`src/rtl/pipe_tx_scrambler.sv`:
```
// ---------------------------------------------------------------------------
// pipe_tx_scrambler
//
// Per-lane transmit scrambler sitting directly upstream of the PIPE TX data
// mapper. Gen1/2 beats use the 16-bit 8b/10b-domain scrambler. Gen3+ beats
// use the 23-bit 128b/130b scrambler with block framing and ordered-set
// handling. There is one registered stage between input beat and output beat.
//
// Optional build macro: PIPE_SCRAMBLE_BYPASS_EN adds the scrambleDisable
// input. When it is high, data passes unscrambled while the LFSRs still step
// exactly as in normal operation.
//
// Ports:
//   pclk                 clock
//   reset                asynchronous reset, active-high
//   generation[2:0]      1..5 selects the PCIe generation; other values = idle
//   linkData[31:0]       input symbols, byte 0 in [7:0] goes first
//   linkDataK[3:0]       per-byte K flag (Gen1/2)
//   linkSyncHeader[1:0]  Gen3+ sync header, used on block-start beats
//   linkStartBlock       first beat of a 128b/130b block
//   linkDataValid        beat qualifier
//   scrambleDisable      (PIPE_SCRAMBLE_BYPASS_EN only) pass data unscrambled
//   scramblerDataOut     scrambled symbols, unused upper bytes are 0
//   scramblerDataK       K flags, Gen1/2 only, unused bytes 0
//   scramblerSyncHeader  sync header on block-start beats, else 0
//   scramblerDataValid   delayed linkDataValid
//
// Handshake: there is no backpressure. A beat is accepted on every pclk edge
// where linkDataValid=1 and generation is 1..5; its result is presented on the
// outputs for exactly the following cycle with scramblerDataValid=1.
// ---------------------------------------------------------------------------
module pipe_tx_scrambler #(
  parameter int unsigned pipe_width_gen1 = 8,
  parameter int unsigned pipe_width_gen2 = 8,
  parameter int unsigned pipe_width_gen3 = 16,
  parameter int unsigned pipe_width_gen4 = 32,
  parameter int unsigned pipe_width_gen5 = 32,
  parameter logic [22:0] LANE_SEED       = 23'h1DBFBC
) (
  input  logic        pclk,
  input  logic        reset,
  input  logic [2:0]  generation,
  input  logic [31:0] linkData,
  input  logic [3:0]  linkDataK,
  input  logic [1:0]  linkSyncHeader,
  input  logic        linkStartBlock,
  input  logic        linkDataValid,
`ifdef PIPE_SCRAMBLE_BYPASS_EN
  input  logic        scrambleDisable,
`endif
  output logic [31:0] scramblerDataOut,
  output logic [3:0]  scramblerDataK,
  output logic [1:0]  scramblerSyncHeader,
  output logic        scramblerDataValid
);

  localparam logic [15:0] LFSR12_INIT = 16'hFFFF;
  localparam logic [7:0]  SYM_COM     = 8'hBC;
  localparam logic [7:0]  SYM_SKP     = 8'h1C;

  typedef enum logic [1:0] {
    BT_DATA     = 2'd0,
    BT_OTHER_OS = 2'd1,
    BT_SKP      = 2'd2,
    BT_EIEOS    = 2'd3
  } blk_type_e;

  // Gen1/2: x^16+x^5+x^4+x^3+1, Galois, output taken from bit 15.
  function automatic logic [15:0] adv16(input logic [15:0] s);
    logic [15:0] r;
    r = s;
    for (int i = 0; i < 8; i++) r = {r[14:0], 1'b0} ^ (r[15] ? 16'h0039 : 16'h0000);
    return r;
  endfunction

  function automatic logic [7:0] ks16(input logic [15:0] s);
    logic [15:0] r;
    logic [7:0]  k;
    r = s;
    k = '0;
    for (int i = 0; i < 8; i++) begin
      k[i] = r[15];
      r = {r[14:0], 1'b0} ^ (r[15] ? 16'h0039 : 16'h0000);
    end
    return k;
  endfunction

  // Gen3+: x^23+x^21+x^16+x^8+x^5+x^2+1, Galois, output taken from bit 22.
  function automatic logic [22:0] adv23(input logic [22:0] s);
    logic [22:0] r;
    r = s;
    for (int i = 0; i < 8; i++) r = {r[21:0], 1'b0} ^ (r[22] ? 23'h210125 : 23'h0);
    return r;
  endfunction

  function automatic logic [7:0] ks23(input logic [22:0] s);
    logic [22:0] r;
    logic [7:0]  k;
    r = s;
    k = '0;
    for (int i = 0; i < 8; i++) begin
      k[i] = r[22];
      r = {r[21:0], 1'b0} ^ (r[22] ? 23'h210125 : 23'h0);
    end
    return k;
  endfunction

  logic [15:0] lfsr12_q, lfsr12_d;
  logic [22:0] lfsr3_q,  lfsr3_d;
  logic [3:0]  cnt_q,    cnt_d;
  blk_type_e   btype_q,  btype_d;
  logic [2:0]  gen_q;
  logic [31:0] data_q,   data_d;
  logic [3:0]  k_q,      k_d;
  logic [1:0]  sh_q,     sh_d;
  logic        valid_q,  valid_d;

  logic scr_off;
`ifdef PIPE_SCRAMBLE_BYPASS_EN
  assign scr_off = scrambleDisable;
`else
  assign scr_off = 1'b0;
`endif

  logic        gen_ok, gen_q_ok, gen_chg, is_gen3;
  int          nbytes;
  logic [15:0] l12;
  logic [22:0] l3;
  logic [3:0]  idx;
  blk_type_e   bt;
  logic        frame_err;
  logic [7:0]  byte_in;

  assign gen_ok   = (generation >= 3'd1) && (generation <= 3'd5);
  assign gen_q_ok = (gen_q >= 3'd1) && (gen_q <= 3'd5);
  // A change away from an active generation must reinitialise. Coming out of
  // idle (or reset) the state already sits at its reset values.
  assign gen_chg  = gen_q_ok && (generation != gen_q);
  assign is_gen3  = (generation >= 3'd3);

  always_comb begin
    case (generation)
      3'd1:    nbytes = int'(pipe_width_gen1 / 8);
      3'd2:    nbytes = int'(pipe_width_gen2 / 8);
      3'd3:    nbytes = int'(pipe_width_gen3 / 8);
      3'd4:    nbytes = int'(pipe_width_gen4 / 8);
      3'd5:    nbytes = int'(pipe_width_gen5 / 8);
      default: nbytes = 0;
    endcase
  end

  always_comb begin
    lfsr12_d  = lfsr12_q;
    lfsr3_d   = lfsr3_q;
    cnt_d     = cnt_q;
    btype_d   = btype_q;
    data_d    = '0;
    k_d       = '0;
    sh_d      = '0;
    valid_d   = 1'b0;
    l12       = lfsr12_q;
    l3        = lfsr3_q;
    idx       = cnt_q;
    bt        = btype_q;
    frame_err = 1'b0;
    byte_in   = '0;

    if (gen_ok && linkDataValid) begin
      valid_d = 1'b1;
      if (!is_gen3) begin
        for (int b = 0; b < 4; b++) begin
          if (b < nbytes) begin
            byte_in = linkData[8*b +: 8];
            k_d[b]  = linkDataK[b];
            if (linkDataK[b]) begin
              // Control symbols are never scrambled; COM resyncs, SKP freezes.
              data_d[8*b +: 8] = byte_in;
              if (byte_in == SYM_COM)      l12 = LFSR12_INIT;
              else if (byte_in != SYM_SKP) l12 = adv16(l12);
            end else begin
              data_d[8*b +: 8] = byte_in ^ (scr_off ? 8'h00 : ks16(l12));
              l12 = adv16(l12);
            end
          end
        end
        lfsr12_d = l12;
      end else begin
        if (linkStartBlock) begin
          idx  = 4'd0;
          sh_d = linkSyncHeader;
          if (linkSyncHeader == 2'b01) begin
            if (linkData[7:0] == 8'hAA)      bt = BT_SKP;
            else if (linkData[7:0] == 8'h00) bt = BT_EIEOS;
            else                             bt = BT_OTHER_OS;
          end else begin
            bt = BT_DATA;
          end
        end else if (cnt_q == 4'd0) begin
          // Mid-block beat with no block open: pass through and keep waiting
          // for a real block start.
          frame_err = 1'b1;
        end

        for (int b = 0; b < 4; b++) begin
          if (b < nbytes) begin
            byte_in = linkData[8*b +: 8];
            if (frame_err) begin
              data_d[8*b +: 8] = byte_in;
            end else begin
              case (bt)
                BT_DATA: begin
                  data_d[8*b +: 8] = byte_in ^ (scr_off ? 8'h00 : ks23(l3));
                  l3 = adv23(l3);
                end
                BT_OTHER_OS: begin
                  // Ordered-set identifier byte is sent in the clear but still
                  // consumes keystream.
                  data_d[8*b +: 8] = (idx == 4'd0 || scr_off) ? byte_in : (byte_in ^ ks23(l3));
                  l3 = adv23(l3);
                end
                BT_SKP: begin
                  data_d[8*b +: 8] = byte_in;
                end
                BT_EIEOS: begin
                  data_d[8*b +: 8] = byte_in;
                  if (idx == 4'd15) l3 = LANE_SEED;
                end
                default: data_d[8*b +: 8] = byte_in;
              endcase
              idx = idx + 4'd1;
            end
          end
        end

        if (!frame_err) begin
          lfsr3_d = l3;
          cnt_d   = idx;
          btype_d = bt;
        end
      end
    end

    if (!gen_ok || gen_chg) begin
      lfsr12_d = LFSR12_INIT;
      lfsr3_d  = LANE_SEED;
      cnt_d    = 4'd0;
      btype_d  = BT_DATA;
    end
  end

  always_ff @(posedge pclk or posedge reset) begin
    if (reset) begin
      lfsr12_q <= LFSR12_INIT;
      lfsr3_q  <= LANE_SEED;
      cnt_q    <= 4'd0;
      btype_q  <= BT_DATA;
      gen_q    <= 3'd0;
      data_q   <= '0;
      k_q      <= '0;
      sh_q     <= '0;
      valid_q  <= 1'b0;
    end else begin
      lfsr12_q <= lfsr12_d;
      lfsr3_q  <= lfsr3_d;
      cnt_q    <= cnt_d;
      btype_q  <= btype_d;
      gen_q    <= generation;
      data_q   <= data_d;
      k_q      <= k_d;
      sh_q     <= sh_d;
      valid_q  <= valid_d;
    end
  end

  assign scramblerDataOut    = data_q;
  assign scramblerDataK      = k_q;
  assign scramblerSyncHeader = sh_q;
  assign scramblerDataValid  = valid_q;

endmodule

```
`config.mk`:
```
export PLATFORM = sky130hd
export DESIGN_NAME = pipe_tx_scrambler
export DESIGN_NICKNAME = d
export VERILOG_FILES = /design/src/rtl/pipe_tx_scrambler.sv
export SDC_FILE = /design/constraint.sdc
export NUM_CORES = 1
export LEC_CHECK = 0
export ABC_AREA = 0
export CORE_ASPECT_RATIO = 0.7
export CORE_MARGIN = 5
export CORE_UTILIZATION = 25
export DETAILED_ROUTE_END_ITERATION = 12
export GPL_TIMING_DRIVEN = 0
export PLACE_DENSITY = 0.39
export RECOVER_POWER = 50
export SLEW_MARGIN = 0
export SYNTH_ARGS = -nofsm -noshare
export SYNTH_HDL_FRONTEND = slang
export SYNTH_SLANG_ARGS = --single-unit
```
`constraint.sdc`:
```
create_clock -name pclk -period 9.31 [get_ports pclk]
set_input_delay 1.862 -clock pclk [delete_from_list [all_inputs] [get_ports pclk]]
set_output_delay 1.862 -clock pclk [all_outputs]
set_load 0.02 [all_outputs]
```
==> impl_metrics.tcl <==
set metrics [dict create \
    outcome "finished with violations" \
    chipHeight_um 167 \
    fin_area_um2 10600 \
    die-area_um2 39100 \
    grt_pass1_wl_mm 55.9 \
    power_leakage_nw 3.99 \
    synth_top_cell_area_share 0.156 \
    rsz0062_at_grt "false" \
    drt-vias-per-instance 5.22 \
    hold_class "reg -> reg" \
    cts_buffers 9 \
    dp_cells 1631 \
    ys_types 86 \
    overflow 0 \
    fin_util 0.304 \
    cp_max_fo 9 \
    cp_top_family "XOR/XNOR gates" \
    hold_buffers 0 \
    ys.flop_type "dfrtp_1" \
    synth_cells 1072 \
    path_class "in -> reg" \
    die_x_um 234 \
    cts_resized 0 \
    drcViolationCount 0 \
    routed_wl_mm 37.7 \
    grt_usage 0.191 \
    fmax_mhz 114 \
    vias 8606 \
    netlist_area_um2 8800 \
    finClkSkew_ns 0.0114 \
    path_cells "clkdlybuf4s50_1 > inv_1 > nand2_1 > inv_1 > ha_1 > a41oi_1 > or4_1 > buf_2 > a32oi_2 > xnor2_2 > xnor2_2 > xor2_1 > a21oi_2 > a32oi_4 > xnor3_1 > xnor2_1 > o21ai_2 > xnor3_1 > xnor2_1 > a21oi_1 > nor2_1" \
    clkSinkCount 87 \
    synthToLayoutAreaGrowth_pct 20.2 \
    synth-edff-count 0 \
    fin_cells 1648 \
    start_kind "input port" \
    worst_pin_slew_ns 3.76 \
    postRouteAntennaNets 0 \
    finalWeightedCongestion 0.906 \
    violations "max-capacitance violations, max-slew violations" \
    worst_slack_ns 0.524 \
    slowest_delay_ns 0.63 \
    dr.pass1.iters 5 \
    relSlewSlack -1.51 \
    grt_max_degree 62 \
    layout.nets 1224 \
    slew_violations 62 \
    yosys-top-cells-area "dfrtp_1, xnor2_1, dfstp_2" \
    tns_ns 0 \
    path_buf_inv 4 \
    cts.clk_slew.worst_paths_ns 0.07 \
    cp_slowest_cell "xnor3_1" \
    coreArea_um2 34700 \
    clock_latency_ns 0.38 \
    hpwl_mm 29.8 \
    clk_path_buf_depth 2 \
    fin_crit_ns 8.79 \
    max_cap_viol_count 1 \
    place_ws_ns -0.370 \
    diodes 0 \
    num_rows 57 \
    drt_iter0_drc 881 \
    synth_area_per_cell_um2 8.21 \
    crit_arrival_ns 9.02 \
    setup_viol 0 \
    async_reset_ff_frac 1.00 \
    hold_viol 0 \
    yosysWarnings 0 \
    synth_top_area_cell "dfrtp_1" \
    antenna_found_initial 1 \
    start_util 0.253 \
    mostFrequentLayoutCell "xnor2_1" \
    final_cell_mix "xnor2_1, nor2_1, nand2_1" \
    grt_pass1_vias 8108 \
    io_pins 84 \
    cts-root-buf "clkbuf_16" \
    io_buffers 83 \
    cts_setup_buffers 0 \
    cts_tree "yes" \
    peakVddDrop_v 0.000220 \
    worst_setup_path_end_kind "register" \
    crit_required_ns 9.54 \
    wl_per_cell_um 22.9 \
    period_share 0.944 \
    layout-drive-gt1-share 0.0893 \
    ys_ff_latch 87 \
    power_density_nw_per_um2 452 \
    seq_area_frac_synth 0.252 \
    place_area_um2 10300 \
    h-tree-depth 3 \
]
[cells in the mapped netlist, drive strengths merged, types with 9 or more instances]
cell    count
xnor2     135
nor2      121
nand2     102
a21oi      97
xor2       91
o21ai      74
dfrtp      55
clkbuf     46
dfstp      32
o22ai      30
a22oi      28
inv        20
nor3       20
nand3      16
buf        13
a31oi      12
xnor3      12
nor2b      10
nor4        9
[cell families (layout without fill, tap and decap cells)]
kind of cell / after synthesis / after routing / synth area share
and+or+nand+nor: 332 / 332 / 0.178
AOI/OAI and AO/OA: 323 / 323 / 0.241
xor gates and xnor gates: 241 / 241 / 0.280
DFF: 87 / 87 / 0.252
buffers and inverters: 79 / 181 / 0.0358
adders and majority gates: 8 / 8 / 0.0114
other: 1 / 3 / 0.000426
muxes: 1 / 1 / 0.00114
[registers in the layout, summed over array words and instances, names as in the netlist]
signal and cells:
scramblerDataOut 32, scramblerDataValid 1, btype_q 2, lfsr12_q 16
scramblerDataK 4, gen_q 3, lfsr3_q 23, cnt_q 4
scramblerSyncHeader 2
[cell type report]
| class | instances | area (µm²) |
|---|---|---|
| Multi-Input combinational cell | 908 | 6300 |
| Clock inverter | 6 | 68.8 |
| Inverter | 20 | 76.3 |
| Timing Repair Buffer | 86 | 845 |
| Tap cell | 472 | 591 |
| Clock buffer | 10 | 239 |
| Fill cell | 3766 | 24200 |
| Sequential cell | 87 | 2220 |
| Buffer | 59 | 240 |
[tightest hold or removal path, delay by kind of cell, from the launching register on]
| kind | cells | cell delay, ns |
|---|---|---|
| flip-flops | 1 | 0.39 |
| AND/OR/NAND/NOR | 2 | 0.12 |
[final timing paths]
check / endpoint / startpoint / cells past startpoint / slack, ns
worst max-delay path: lfsr3_q[21] / linkStartBlock / 21 / 0.52
worst min-delay path: lfsr3_q[2] / lfsr3_q[2] / 2 / 0.51
worst max register to register: lfsr3_q[21] / cnt_q[3] / 20 / 2.30
worst min register to register: lfsr3_q[2] / lfsr3_q[2] / 2 / 0.51
max in group asynchronous: scramblerDataOut[23] / reset / 3 / 3.06
min in group asynchronous: scramblerDataOut[7] / reset / 2 / 2.17
[power by group]
| group | total, mW | leakage, nW | internal, mW | switching [mW] |
|---|---|---|---|---|
| combinational | 3.89 | 2.77 | 1.65 | 2.24 |
| clock | 0.398 | 0.149 | 0.217 | 0.181 |
| sequential | 0.488 | 1.07 | 0.437 | 0.0511 |
| total | 4.78 | 3.99 | 2.31 | 2.47 |
[metrics by stage]
step	hold slack, ns	power (mW)
3_5_place_dp	0.505	4.30
6_report	0.511	4.78
2_1_floorplan	0.478	3.43
5_1_grt	0.530	5.10
3_3_place_gp	0.494	4.31
4_1_cts	0.514	4.73
[routing by layer]
layer,track usage,vias to the layer above,share of wire
met5,0,-,0.00034
met4,0.0406,2,0.014
met3,0.0524,35,0.092
met2,0.220,380,0.35
met1,0.329,4178,0.55
li1,-,4011,-
No activity file was read; power rests on OpenSTA's default activity.
